## src/rtl/shell_regaccess_mon_pkg.sv

```systemverilog
// Shared definitions for the register-access monitor: register map,
// CTRL/STATUS bit positions, request FSM states and the STATUS layout.
package shell_regaccess_mon_pkg;

  // Word addresses of the register map
  localparam logic [2:0] ADDR_CTRL    = 3'd0;
  localparam logic [2:0] ADDR_STATUS  = 3'd1;
  localparam logic [2:0] ADDR_THRESH  = 3'd2;
  localparam logic [2:0] ADDR_SNAP    = 3'd3;
  localparam logic [2:0] ADDR_LIVE    = 3'd4;
  localparam logic [2:0] ADDR_DELTA   = 3'd5;
  localparam logic [2:0] ADDR_SCRATCH = 3'd6;
  localparam logic [2:0] ADDR_IRQ_EN  = 3'd7;

  // CTRL bit positions
  localparam int CTRL_CMP_EN    = 0;
  localparam int CTRL_SNAP_TRIG = 1;
  localparam int CTRL_CLR       = 2;

  // STATUS bit positions (mirrors status_t below)
  localparam int STATUS_STICKY  = 0;
  localparam int STATUS_OVF     = 1;
  localparam int STATUS_CNT_LSB = 8;

  typedef enum logic {
    ST_IDLE = 1'b0,
    ST_RESP = 1'b1
  } state_e;

  typedef struct packed {
    logic [15:0] rsvd_hi;
    logic [7:0]  match_cnt;
    logic [5:0]  rsvd_lo;
    logic        ovf;
    logic        sticky;
  } status_t;

endpackage

```

## src/rtl/shell_regaccess_mon.sv

```systemverilog
// Register-mapped monitor on the upstream free-running count.
// One request/response channel (one transaction in flight), a compare
// path that runs every cycle, snapshots and sticky match status.
// Optional feature: define LOOM_REGMON_IRQ_EN to map IRQ_EN at address 7
// and add the irq_o port.
module shell_regaccess_mon
  import shell_regaccess_mon_pkg::*;
#(
  parameter int AddrWidth = 3,
  parameter int CntMax    = 255
) (
  input  logic                 clk_i,
  input  logic                 rst_i,
  input  logic [31:0]          count_i,
  input  logic                 req_valid_i,
  output logic                 req_ready_o,
  input  logic                 req_write_i,
  input  logic [AddrWidth-1:0] req_addr_i,
  input  logic [31:0]          req_wdata_i,
  output logic                 rsp_valid_o,
  input  logic                 rsp_ready_i,
  output logic [31:0]          rsp_rdata_o,
  output logic                 rsp_error_o,
  output logic                 match_o
`ifdef LOOM_REGMON_IRQ_EN
  ,
  output logic                 irq_o
`endif
);

  localparam logic [7:0] CNT_MAX = 8'(CntMax);

  state_e      state, state_nxt;
  logic        accept, rsp_done;
  logic [2:0]  addr;
  logic        addr_ok;

  logic        cmp_en;
  logic [31:0] thresh, snap, scratch;
  logic        sticky, ovf;
  logic [7:0]  match_cnt;
`ifdef LOOM_REGMON_IRQ_EN
  logic        irq_en;
`endif

  status_t     status;
  logic [31:0] rd_data;
  logic        rd_err, wr_err;
  logic        wr_en, hit, snap_trig, clr;

  assign accept   = req_valid_i & req_ready_o;
  assign rsp_done = rsp_valid_o & rsp_ready_i;
  assign addr     = req_addr_i[2:0];
  // Any address bit above the 8-word map makes the access unmapped
  assign addr_ok  = (req_addr_i >> 3) == '0;

  // Request FSM: next state and handshake outputs
  always_comb begin
    state_nxt   = state;
    req_ready_o = (state == ST_IDLE);
    rsp_valid_o = (state == ST_RESP);
    case (state)
      ST_IDLE: if (req_valid_i) state_nxt = ST_RESP;
      ST_RESP: if (rsp_ready_i) state_nxt = ST_IDLE;
      default: state_nxt = ST_IDLE;
    endcase
  end

  // Request FSM state register
  always_ff @(posedge clk_i or posedge rst_i) begin
    if (rst_i) state <= ST_IDLE;
    else       state <= state_nxt;
  end

  // Read mux and error decode, evaluated against pre-accept state
  always_comb begin
    status           = '0;
    status.sticky    = sticky;
    status.ovf       = ovf;
    status.match_cnt = match_cnt;
    rd_data          = '0;
    rd_err           = 1'b0;
    wr_err           = 1'b0;
    case (addr)
      ADDR_CTRL:    rd_data[CTRL_CMP_EN] = cmp_en;
      ADDR_STATUS:  begin rd_data = status;         wr_err = 1'b1; end
      ADDR_THRESH:  rd_data = thresh;
      ADDR_SNAP:    begin rd_data = snap;           wr_err = 1'b1; end
      ADDR_LIVE:    begin rd_data = count_i;        wr_err = 1'b1; end
      ADDR_DELTA:   begin rd_data = count_i - snap; wr_err = 1'b1; end
      ADDR_SCRATCH: rd_data = scratch;
      ADDR_IRQ_EN: begin
`ifdef LOOM_REGMON_IRQ_EN
        rd_data[0] = irq_en;
`else
        rd_err = 1'b1;
        wr_err = 1'b1;
`endif
      end
      default: ;
    endcase
    if (!addr_ok) begin
      rd_data = '0;
      rd_err  = 1'b1;
      wr_err  = 1'b1;
    end
  end

  assign wr_en     = accept & req_write_i & ~wr_err;
  assign snap_trig = wr_en & (addr == ADDR_CTRL) & req_wdata_i[CTRL_SNAP_TRIG];
  assign clr       = wr_en & (addr == ADDR_CTRL) & req_wdata_i[CTRL_CLR];
  assign hit       = cmp_en & (count_i == thresh);

  // Response capture at accept; held until the host takes it
  always_ff @(posedge clk_i or posedge rst_i) begin
    if (rst_i) begin
      rsp_rdata_o <= '0;
      rsp_error_o <= 1'b0;
    end else if (accept) begin
      rsp_rdata_o <= req_write_i ? '0 : rd_data;
      rsp_error_o <= req_write_i ? wr_err : rd_err;
    end else if (rsp_done) begin
      rsp_rdata_o <= '0;
      rsp_error_o <= 1'b0;
    end
  end

  // Host-writable configuration registers
  always_ff @(posedge clk_i or posedge rst_i) begin
    if (rst_i) begin
      cmp_en  <= 1'b0;
      thresh  <= '0;
      scratch <= '0;
    end else if (wr_en) begin
      case (addr)
        ADDR_CTRL:    cmp_en  <= req_wdata_i[CTRL_CMP_EN];
        ADDR_THRESH:  thresh  <= req_wdata_i;
        ADDR_SCRATCH: scratch <= req_wdata_i;
        default: ;
      endcase
    end
  end

  // Compare path: snapshot, sticky/overflow flags and saturating hit count.
  // A hit in the same cycle as clr wins and restarts the count at 1.
  always_ff @(posedge clk_i or posedge rst_i) begin
    if (rst_i) begin
      snap      <= '0;
      sticky    <= 1'b0;
      ovf       <= 1'b0;
      match_cnt <= '0;
      match_o   <= 1'b0;
    end else begin
      match_o <= hit;
      if (hit || snap_trig) snap <= count_i;
      if (hit) begin
        sticky <= 1'b1;
        if (clr) begin
          ovf       <= 1'b0;
          match_cnt <= 8'd1;
        end else begin
          ovf <= ovf | sticky;
          if (match_cnt != CNT_MAX) match_cnt <= match_cnt + 8'd1;
        end
      end else if (clr) begin
        sticky    <= 1'b0;
        ovf       <= 1'b0;
        match_cnt <= '0;
      end
    end
  end

`ifdef LOOM_REGMON_IRQ_EN
  // IRQ enable register at address 7
  always_ff @(posedge clk_i or posedge rst_i) begin
    if (rst_i)                             irq_en <= 1'b0;
    else if (wr_en && addr == ADDR_IRQ_EN) irq_en <= req_wdata_i[0];
  end

  // Level interrupt, one cycle behind sticky/irq_en
  always_ff @(posedge clk_i or posedge rst_i) begin
    if (rst_i) irq_o <= 1'b0;
    else       irq_o <= sticky & irq_en;
  end
`endif

endmodule

```

## config.mk

```make
export PLATFORM = sky130hd
export DESIGN_NAME = shell_regaccess_mon
export DESIGN_NICKNAME = d
export VERILOG_FILES = /design/src/rtl/shell_regaccess_mon_pkg.sv /design/src/rtl/shell_regaccess_mon.sv
export SDC_FILE = /design/constraint.sdc
export NUM_CORES = 1
export LEC_CHECK = 0
export CORE_ASPECT_RATIO = 0.5
export CORE_MARGIN = 2
export CORE_UTILIZATION = 45
export CTS_BUF_LIST = sky130_fd_sc_hd__clkbuf_4
export DETAILED_ROUTE_END_ITERATION = 12
export PLACE_DENSITY = 0.64
export SYNTH_ARGS = -nofsm -noshare
export SYNTH_HDL_FRONTEND = slang
export SYNTH_SLANG_ARGS = --single-unit
```

## constraint.sdc

```tcl
create_clock -name clk_i -period 8.5 [get_ports clk_i]
set_input_delay 0.85 -clock clk_i [delete_from_list [all_inputs] [get_ports clk_i]]
set_output_delay 0.85 -clock clk_i [all_outputs]
set_load 0.01 [all_outputs]
```

**Yosys cells after proc, flatten, opt, wreduce, memory -nomap -nowiden**

Index checks and enable logic that the tools add are counted.

- Flip-flop bits (word level): 142
- Input bits: 72
- Output and inout bits: 36
- Logic and storage cells: 64

- Add/subtract/negate cells: 2
- Equal/unequal tests: 9
- Muxes and demuxes: 21
- Bitwise gates (word level): 11
- Reductions and logical operators: 10

Operators by type and width:

| cell | count |
|---|---|
| 31-bit case mux with 6 select lines | 1 |
| 32-bit two-way mux | 3 |
| 32-bit == test | 1 |
| 8-bit two-way mux | 4 |
| 32-bit subtractor | 1 |
| 3-bit == test, second input constant | 4 |
| 1-bit two-way mux | 11 |
| 8-bit by 1-bit adder with 8-bit output, second input constant | 1 |
| 1-bit bitwise AND | 8 |
| 8-bit != test, second input constant | 1 |
| 2-bit AND reduction | 4 |
| 1-bit case mux with 7 select lines | 1 |
| 3-bit by 2-bit == test with 1-bit output, second input constant | 2 |
| 2-bit nonzero test | 3 |
| 5-bit OR reduction | 1 |
| 3-bit by 1-bit == test with 1-bit output, second input constant | 1 |
| 3-bit logical NOT | 1 |
| 1-bit inverter | 2 |
| 1-bit case mux with 2 select lines | 1 |
| 1-bit logical OR | 1 |
| 1-bit OR | 1 |

**Longest topological paths before layout**

Gate-level depths: netlist of run 1.

- Word-level depth: 9
- Mapped depth: 10
- Depth with buffers taken out: 10

**Worst setup path after synthesis of run 1**

Ideal clock, no wire load.

- Path kind: input port to flip-flop
- From: input count_i[10]
- To: register rsp_rdata_o[23]
- Data arrival time: 2993 ps
- Path slack: 5403 ps
- Cell stages on the path: 9
- Buffers on the path: 1
- Cells stage by stage: ha_1 > and2_1 > buf_6 > a221o_1 > a311o_1 > a31oi_4 > nor4_1 > or4_1 > o311ai_1

- Cells in the longest elaborated chain, start to end: 4

Ends and longest elaborated chain:

| what | line | source |
|---|---|---|
| start, declared | shell_regaccess_mon.sv:14 | `input logic [31:0] count_i,` |
| 32-bit subtractor | shell_regaccess_mon.sv:90 | `ADDR_DELTA: begin rd_data = count_i - snap; wr_err = 1'b1; end` |
| 31-bit case mux with 6 select lines | shell_regaccess_mon.sv:84 | `case (addr)` |
| 32-bit two-way mux | shell_regaccess_mon.sv:120 | `rsp_rdata_o <= req_write_i ? '0 : rd_data;` |
| 32-bit two-way mux | shell_regaccess_mon.sv:119 | `end else if (accept) begin` |
| end signal, assigned | shell_regaccess_mon.sv:120 |  |
| end, declared | shell_regaccess_mon.sv:22 | `output logic [31:0] rsp_rdata_o,` |

Every way passes these cells.
A chain may end at the register's enable or synchronous reset.

**Final worst setup path of run 1**

- From: input req_addr_i[2]
- To: register thresh[26]

- Cells in the longest elaborated chain, start to end: 6

Ends and longest elaborated chain:

| what | line | source |
|---|---|---|
| start, declared | shell_regaccess_mon.sv:18 | `input logic [AddrWidth-1:0] req_addr_i,` |
| 3-bit == test, or another cell as far along | shell_regaccess_mon.sv:84 |  |
| 5-bit OR reduction (no line) | -- |  |
| 1-bit two-way mux | shell_regaccess_mon.sv:84 |  |
| 1-bit inverter | shell_regaccess_mon.sv:109 | `assign wr_en = accept & req_write_i & ~wr_err;` |
| 1-bit bitwise AND | shell_regaccess_mon.sv:109 |  |
| 2-bit AND reduction (no line) (*) | -- |  |
| end signal, assigned | shell_regaccess_mon.sv:137 | `ADDR_THRESH: thresh <= req_wdata_i;` |
| end, declared | shell_regaccess_mon.sv:39 | `logic [31:0] thresh, snap, scratch;` |

Every way passes the cells marked *; elsewhere a longest branch is shown, timed or not.

==> results of run 1 <==
==> cell families (layout without fill, tap and decap cells) <==
group                    Yosys count  after routing
AO/OA/AOI/OAI                    265            265
buffers and inverters             98            196
adder cells (fa/ha/maj)           34             34
flip-flops                       142            142
multiplexers                     112            112
XOR/XNOR                          57             57
AND/OR/NAND/NOR                  217            217
other                              0              1
==> state kept, by name, summed over array words and instances (netlist names), 8 cells and up <==
| signal | count |
|---|---|
| match_cnt | 8 |
| scratch | 32 |
| rsp_rdata_o | 32 |
| thresh | 32 |
| snap | 32 |
==> power by group through the flow <==
stage | logic (mW) | clock network (mW) | registers, mW
finish | 0.764 | 0.469 | 0.884
CTS | 0.756 | 0.477 | 0.881
global route | 0.839 | 0.511 | 0.899
floorplan | 0.518 | 0 | 0.874
global placement | 0.744 | 0 | 0.890
detailed placement | 0.752 | 0 | 0.895
==> area by class of cell <==
class                           count  share of cell area
Sequential cell                   142               0.343
Clock inverter                     13              0.0140
Multi-Input combinational cell    685               0.468
Clock buffer                       19              0.0138
Tap cell                          266              0.0322
Antenna cell                        1            0.000242
Timing Repair Buffer              118               0.111
Inverter                           46              0.0172
==> critical path, cell delays in order <==
cell	delay, ns
clkdlybuf4s50_1	0.41
buf_4	0.26
inv_1	0.61
nand2_1	0.54
or3_1	0.73
buf_4	0.38
mux2_1	0.35
==> final timing paths <==
kind	start	endpoint	slack [ns]	depth (start not counted)
max	req_addr_i[2]	thresh[26]$_DFFE_PP0P_	4.82	7
min	rsp_rdata_o[5]$_DFFE_PP0P_	rsp_rdata_o[5]$_DFFE_PP0P_	0.49	2
max reg2reg	snap[0]$_DFFE_PP0P_	rsp_rdata_o[24]$_DFFE_PP0P_	5.32	9
min reg2reg	rsp_rdata_o[5]$_DFFE_PP0P_	rsp_rdata_o[5]$_DFFE_PP0P_	0.49	2
max in group asynchronous	rst_i	cmp_en$_DFFE_PP0P_	6.43	3
min in group asynchronous	rst_i	rsp_rdata_o[30]$_DFFE_PP0P_	0.73	2
==> layout by cell type (no fill, tap or decap), types with 7 or more instances in the layout <==
cell type / count
nor3_1: 11
xor2_1: 37
nor2_1: 35
nor4_1: 8
mux2i_1: 41
mux2_2: 70
inv_1: 45
clkbuf_4: 19
nand3_1: 21
clkdlybuf4s50_1: 106
o21ai_0: 96
ha_1: 33
buf_4: 11
a21o_1: 13
a221oi_1: 8
a21oi_1: 49
nand2_1: 92
nor2b_1: 12
nand4_1: 8
a22oi_1: 26
a31oi_1: 8
a22o_1: 8
xnor2_1: 20
and3_1: 7
dfrtp_1: 142
==> per-layer routing <==
metal	up-vias	share of wire	wire, um
met5	-	0	0
met4	0	0.011	308
met3	30	0.070	1930
met2	222	0.44	11900
met1	3755	0.48	13200
li1	3507	-	-
==> through the flow <==
step	hold slack (ns)	cell area, um^2
after CTS	0.498	10300
after global routing	0.539	10300
final	0.490	10300
after global placement	0.466	10100
after floorplan	0.462	8760
after detailed placement	0.468	10100
==> flow_summary.json, run 1 <==
{
  "status": "finished clean",
  "worstMarginPinSlew_ns": 1.23,
  "met3_usage": 0.0597,
  "synth_area_leaders": "dfrtp_1 (41%), mux2_2 (9.0%), o21ai_0 (5.5%)",
  "die_h_um": 103,
  "hold_buffers": 0,
  "clkSinkCount": 142,
  "port_buffers": 107,
  "start_util": 0.454,
  "gp_congestion": 0.904,
  "criticalPathCategory": "input pin to register",
  "multi_input_area_um2": 4840,
  "start_kind": "input pin",
  "grt_max_degree": 79,
  "place_hpwl_mm": 19.5,
  "io_pins": 108,
  "drcViolationCount": 0,
  "ys_seq_area_frac": 0.406,
  "seqPwrFrac": 0.418,
  "finalSetupTns_ns": 0,
  "synth_top_cell_by_area": "dfrtp_1",
  "maxClockFrequency_ghz": 0.271,
  "place_ws_ns": 4.23,
  "synthMuxAreaShare": 0.138,
  "crit_required_ns": 8.97,
  "fin_total_pwr_mw": 2.12,
  "cts_repair_resize_count": 0,
  "comb_power_share": 0.361,
  "cellPowerDensity_nw_per_um2": 205,
  "grt_use_met2": 0.422,
  "synthCells": 925,
  "cp-end-kind": "register",
  "post_cts_buffers": 0,
  "filler_cell_count": 1802,
  "dp_cells": 1257,
  "rsz0062_at_grt": "no",
  "synth_common_cells": "dfrtp_1 (142), o21ai_0 (96), nand2_1 (92), mux2_2 (70), a21oi_1 (50)",
  "cp.arrival_ns": 4.16,
  "clockPowerShare": 0.222,
  "wl_per_cell_um": 21.2,
  "power.internal_mw": 1.34,
  "area_growth_pct": 18.1,
  "first_pass_iters": 5,
  "leakagePower_nw": 4.66,
  "grt_first_pass_wirelength_mm": 42.2,
  "synth_compound_area_frac": 0.192,
  "peakVddDrop_mv": 0.0887,
  "drv_cap": 0,
  "finalSetupViolCount": 0,
  "p_sw_frac": 0.367,
  "antenna_found_initial": 2,
  "register_area_um2": 3550,
  "slew_viol_final": 0,
  "ant_nets": 0,
  "fin_skew_ns": 0.0263,
  "dr.first_iter.drc_count": 565,
  "final_util": 0.537,
  "cts_buffer_depth": 2,
  "syn_nets": 1031,
  "cts_made_buffers": 17,
  "max-slew-margin-rel": 0.176,
  "synth.most_common_cell": "dfrtp_1",
  "clk_pin_slew_ns": 0.12,
  "synthSimpleGateAreaFrac": 0.115,
  "syn_avg_cell_area_um2": 9.47,
  "drive_gt1_frac": 0.114,
  "cts_tree": "built",
  "stdcell_count": 1290,
  "yosys_warnings": 0,
  "switching_power_uw": 776,
  "track_usage": 0.274,
  "synth-xor-area-share": 0.0570,
  "ys_ff_latch": 142,
  "synth-async-reset-ratio": 1.00,
  "synth_top_area_share": 0.406,
  "hp-class": "register to register",
  "routed_wl_mm": 27.4,
  "std_cell_rows": 36,
  "die_area_um2": 20700,
  "synth_area_um2": 8760,
  "num_vias": 7514,
  "grt-ovfl-total": 0,
  "yosysUniqueCellTypes": 57,
  "worstPathMaxFanout": 27,
  "clk_latency_ns": 0.59,
  "setup_slack_ns": 4.82,
  "avgViaCountPerCell": 5.82,
  "synthFlopType": "dfrtp_1",
  "synth_fa_ha_area_frac": 0.0494,
  "grt_pass1_vias": 7173,
  "met1_usage": 0.396,
  "design.core.area_um2": 19300,
  "htree_levels": 4,
  "synth_edf_count": 0,
  "clockRootBuffer": "clkbuf_4",
  "synth_top_family_by_area": "compound AO/OA/AOI/OAI gates",
  "die_w_um": 201,
  "post-route-period-util": 0.433,
  "hold_viol_final": 0,
  "gr-max-usage-layer": "met2",
  "fin_crit_ns": 3.68,
  "fin_nets": 1116
}
No activity file was read; power rests on OpenSTA's default activity.
==> run 2, diff against run 1 <==
PLACE_DENSITY = 0.66   (was 0.64)
clock period = 3 ns   (was 8.5 ns; I/O delays follow)
==> run 2 against run 1 <==
Register-to-register slack got worse by 5.0 ns. Sequential share of layout area fell by 1.9 points. Critical endpoint is now rsp_rdata_o[22]$_DFFE_PP0P_. Largest cell class unchanged. First-iteration DRC count rose by 22%.
==> flow_summary.json, run 2 (synthesized netlist as in run 1, its figures left out) <==
{
  "cts_tree": "built",
  "die_w_um": 201,
  "leakagePower_nw": 5.04,
  "start_util": 0.454,
  "antenna_found_initial": 2,
  "post-route-period-util": 0.910,
  "die_area_um2": 20700,
  "seqPwrFrac": 0.410,
  "wl_per_cell_um": 20.6,
  "crit_required_ns": 3.45,
  "fin_skew_ns": 0.0306,
  "cp-end-kind": "register",
  "routed_wl_mm": 28.2,
  "filler_cell_count": 1738,
  "first_pass_iters": 5,
  "place_ws_ns": -0.241,
  "place_hpwl_mm": 21.8,
  "final_cell_mix": "dfrtp_1 (142), clkdlybuf4s50_1 (106), o21ai_0 (96)",
  "ant_nets": 0,
  "maxClockFrequency_ghz": 0.366,
  "clockPowerShare": 0.205,
  "area_growth_pct": 25.0,
  "worstMarginPinSlew_ns": 0.990,
  "switching_power_mw": 2.29,
  "grt_max_degree": 60,
  "setup_slack_ns": 0.271,
  "cts_buffer_depth": 2,
  "criticalPathCategory": "register to register",
  "rsz0062_at_grt": "no",
  "comb_power_share": 0.385,
  "p_sw_frac": 0.373,
  "status": "finished clean",
  "grt_first_pass_wirelength_mm": 44.0,
  "hold_buffers": 0,
  "register_area_um2": 3550,
  "final_common_cell": "dfrtp_1",
  "io_pins": 108,
  "hold_viol_final": 0,
  "worstPathMaxFanout": 4,
  "design.core.area_um2": 19300,
  "ff2ff_path_depth": 11,
  "avgViaCountPerCell": 5.81,
  "drive_gt1_frac": 0.181,
  "hp-class": "input pin to async pin",
  "place_area_um2": 10700,
  "power.internal_mw": 3.85,
  "whs_ns": 0.213,
  "cellPowerDensity_nw_per_um2": 561,
  "fin_total_pwr_mw": 6.14,
  "std_cell_rows": 36,
  "die_h_um": 103,
  "final_util": 0.568,
  "final_area_um2": 11000,
  "gp_congestion": 0.935,
  "clkSinkCount": 142,
  "fin_nets": 1194,
  "clk_latency_ns": 0.58,
  "clockRootBuffer": "clkbuf_4",
  "cp.arrival_ns": 3.18,
  "drv_cap": 0,
  "num_vias": 7940,
  "start_kind": "register",
  "multi_input_area_um2": 4850,
  "port_buffers": 107,
  "max-slew-margin-rel": 0.340,
  "finalSetupViolCount": 0,
  "peakVddDrop_mv": 0.256,
  "cts_made_buffers": 17,
  "htree_levels": 4,
  "drcViolationCount": 0,
  "track_usage": 0.280,
  "grt-ovfl-total": 0,
  "fin_crit_ns": 2.73,
  "clk_pin_slew_ns": 0.15,
  "slew_viol_final": 0,
  "grt_pass1_vias": 7760,
  "dr.first_iter.drc_count": 689
}
[run 2: final timing paths]
path	from	end	slack, ns
min	rst_i	scratch[21]$_DFFE_PP0P_	0.21
max	snap[0]$_DFFE_PP0P_	rsp_rdata_o[22]$_DFFE_PP0P_	0.27
max in group asynchronous	rst_i	match_cnt[4]$_DFFE_PP0P_	1.99
max reg2reg	snap[0]$_DFFE_PP0P_	rsp_rdata_o[22]$_DFFE_PP0P_	0.27
min reg2reg	rsp_rdata_o[5]$_DFFE_PP0P_	rsp_rdata_o[5]$_DFFE_PP0P_	0.51
min in group clk_i	req_wdata_i[26]	thresh[26]$_DFFE_PP0P_	0.35
[run 2: per-layer routing]
metal	GRT usage	routed length, um
met1	0.399	13100
met2	0.437	12400
met3	0.0566	2190
met4	0.0786	465
met5	0	15
[run 2: final cells by class]
type	instances	share of cell area
clock buffers	19	0.0130
diodes	1	0.000229
well taps	266	0.0304
clock inverters	11	0.0111
inverters	46	0.0161
repair buffers	196	0.162
flip-flops and latches	142	0.324
multi-input cells	685	0.443
[run 2: per-stage QoR]
stage,instances,TNS (ns)
2_1_floorplan,925,0
3_3_place_gp,1335,-0.644
3_5_place_dp,1335,-1.12
4_1_cts,1365,0
5_1_grt,1366,0
6_report,1366,0
[run 2: worst max-delay path, stage by stage (launching register included)]
cell,delay [ns]
dfrtp_1,0.44
ha_1,0.22
fa_1,0.40
nor2b_2,0.17
o2111ai_1,0.19
a211oi_2,0.25
buf_4,0.17
o211ai_1,0.17
buf_4,0.20
o21ai_0,0.19
xnor2_1,0.13
o21ai_0,0.09
[run 2: power by group through the flow]
| stage | clock (mW) | combinational [mW] | sequential [mW] |
|---|---|---|---|
| finish | 1.26 | 2.36 | 2.52 |
| global route | 1.37 | 2.57 | 2.56 |
| CTS | 1.28 | 2.32 | 2.51 |
| detailed placement | 0 | 2.31 | 2.55 |
| global placement | 0 | 2.28 | 2.53 |
| floorplan | 0 | 1.47 | 2.48 |
[run 2: what timing repair did]
action / in CTS / in global routing
setup endpoints to repair: 0 / 5
buffers inserted: 0 / 0
resized for setup: 0 / 2
==> run 3, diff against run 2 <==
PLACE_DENSITY = 0.64   (was 0.66)
SLEW_MARGIN = 5   (was unset)
clock period = 3.3 ns   (was 3 ns; I/O delays follow)
==> run 3 against run 2 <==
Sequential power decreased by 9.5%. Sequential share of layout area grew 0.81 points. Design area down 2.4%. Clock skew down 0.0073 ns. Routed wire length down 0.11%. Total power shrank 10%. Register-to-register slack improved by 0.20 ns. Non-clock buffer count decreased by 38. Worst setup slack better by 0.20 ns. Via count is 1.9% lower. Largest power group unchanged.
==> flow_summary.json, run 3 (synthesized netlist as in run 1, its figures left out) <==
{
  "die_w_um": 201,
  "hold_buffers": 0,
  "htree_levels": 4,
  "slowest_stage": "dfrtp_1",
  "place_ws_ns": 0.0231,
  "timing.rr.end": "rsp_rdata_o[24]$_DFFE_PP0P_",
  "io_pins": 108,
  "grt_pass1_vias": 7548,
  "track_usage": 0.277,
  "criticalPathCategory": "register to register",
  "r2r-start": "snap[0]$_DFFE_PP0P_",
  "crit_chain": "ha_1 > fa_1 > nor2b_1 > o2111ai_1 > a211oi_1 > buf_4 > o211ai_1 > o31ai_1 > buf_4 > xnor2_1 > o21ai_0",
  "dr.first_iter.drc_count": 552,
  "area_growth_pct": 22.0,
  "startpoint": "snap[0]$_DFFE_PP0P_",
  "crit_buf_inv": 2,
  "fin_skew_ns": 0.0233,
  "seqPwrFrac": 0.414,
  "cts_repair_resize_count": 0,
  "drv_cap": 0,
  "gp_congestion": 0.985,
  "ant_nets": 0,
  "worstMarginPinSlew_ns": 1.27,
  "drive_gt1_frac": 0.151,
  "peakVddDrop_mv": 0.235,
  "grt-ovfl-total": 0,
  "clockRootBuffer": "clkbuf_4",
  "cellPowerDensity_nw_per_um2": 514,
  "clk_latency_ns": 0.58,
  "maxClockFrequency_ghz": 0.353,
  "std_cell_rows": 36,
  "critPathTopFamily": "compound AO/OA/AOI/OAI gates",
  "power.internal_mw": 3.44,
  "status": "finished clean",
  "leakagePower_nw": 4.85,
  "worstPathMaxFanout": 4,
  "cp.arrival_ns": 3.25,
  "num_vias": 7790,
  "final_util": 0.554,
  "cts_tree": "built",
  "rsz0062_at_grt": "no",
  "crit_required_ns": 3.72,
  "die_h_um": 103,
  "avgViaCountPerCell": 5.86,
  "max-slew-margin-rel": 0.150,
  "start_util": 0.454,
  "finalSetupViolCount": 0,
  "hold_viol_final": 0,
  "antenna_found_initial": 3,
  "fin_total_pwr_mw": 5.49,
  "fin_crit_ns": 2.83,
  "slew_viol_final": 0,
  "ff2ff_path_depth": 11,
  "clkSinkCount": 142,
  "start_kind": "register",
  "die_area_um2": 20700,
  "p_sw_frac": 0.375,
  "final_cell_mix": "dfrtp_1 (142), clkdlybuf4s50_1 (106), o21ai_0 (96)",
  "setup_slack_ns": 0.468,
  "post_cts_buffers": 0,
  "drcViolationCount": 0,
  "cts_made_buffers": 17,
  "post-route-period-util": 0.858,
  "endpoint": "rsp_rdata_o[24]$_DFFE_PP0P_",
  "final_common_cell": "dfrtp_1",
  "switching_power_mw": 2.06,
  "clk_pin_slew_ns": 0.14,
  "design.core.area_um2": 19300,
  "hp-class": "input pin to register",
  "cpMostUsedCell": "buf_4",
  "cp-end-kind": "register",
  "cpPeakStageDelay_ns": 0.43,
  "cts_buffer_depth": 2,
  "grt_max_degree": 40,
  "comb_power_share": 0.374,
  "r2r_setup_slack_ns": 0.47,
  "crit_cells": 11,
  "place_hpwl_mm": 21.3,
  "port_buffers": 107,
  "grt_first_pass_wirelength_mm": 43.3,
  "first_pass_iters": 5,
  "clockPowerShare": 0.211,
  "finalSetupTns_ns": 0,
  "wl_per_cell_um": 21.2,
  "routed_wl_mm": 28.1,
  "fin_nets": 1156
}
## run 3: final cells by class
cell class / instances / area [um^2]
Antenna cell: 1 / 2.50
Sequential cell: 142 / 3550
Multi-Input combinational cell: 685 / 4840
Fill cell: 1804 / 8590
Clock inverter: 14 / 144
Clock buffer: 18 / 135
Tap cell: 266 / 333
Inverter: 46 / 176
Timing Repair Buffer: 158 / 1500
## run 3: worst min path at each step
stage                                     startpoint                          to  slack [ns]  depth (start not counted)
final                                  req_addr_i[1]     rsp_error_o$_DFFE_PP0P_        0.24                          5
after floorplan                          rsp_ready_i       rsp_valid_o$_DFF_PP0_        0.42                          1
after CTS                              req_addr_i[1]     rsp_error_o$_DFFE_PP0P_        0.21                          5
after global placement    rsp_rdata_o[5]$_DFFE_PP0P_  rsp_rdata_o[5]$_DFFE_PP0P_        0.47                          2
after global routing                   req_addr_i[1]     rsp_error_o$_DFFE_PP0P_        0.24                          5
after detailed placement  rsp_rdata_o[5]$_DFFE_PP0P_  rsp_rdata_o[5]$_DFFE_PP0P_        0.47                          2
## run 3: worst reg2reg max path, cell delays in order (launching register included)
cell	delay, ns
dfrtp_1	0.43
ha_1	0.21
fa_1	0.41
nor2b_1	0.18
o2111ai_1	0.19
a211oi_1	0.27
buf_4	0.18
o211ai_1	0.17
o31ai_1	0.28
buf_4	0.17
xnor2_1	0.10
o21ai_0	0.09
## run 3: power groups by stage
stage,Clock (mW),Sequential (mW),Combinational (mW)
global route,1.25,2.31,2.26
finish,1.16,2.28,2.06
floorplan,0,2.25,1.34
detailed placement,0,2.31,2.02
global placement,0,2.29,2.00
CTS,1.18,2.27,2.03
## run 3: metrics by stage
step,hold WS (ns),area (um^2),instances
after floorplan,0.419,8760,925
after global placement,0.470,10400,1297
after detailed placement,0.474,10400,1297
after CTS,0.214,10700,1329
after global routing,0.241,10700,1330
final,0.238,10700,1330
## run 3: metal layers
metal / up-vias / wire length (um) / global-route usage
met3: 36 / 1990 / 0.0695
met4: 2 / 488 / 0.0713
met2: 256 / 12100 / 0.426
met1: 3896 / 13600 / 0.395
met5: - / 13 / 0
li1: 3600 / - / -
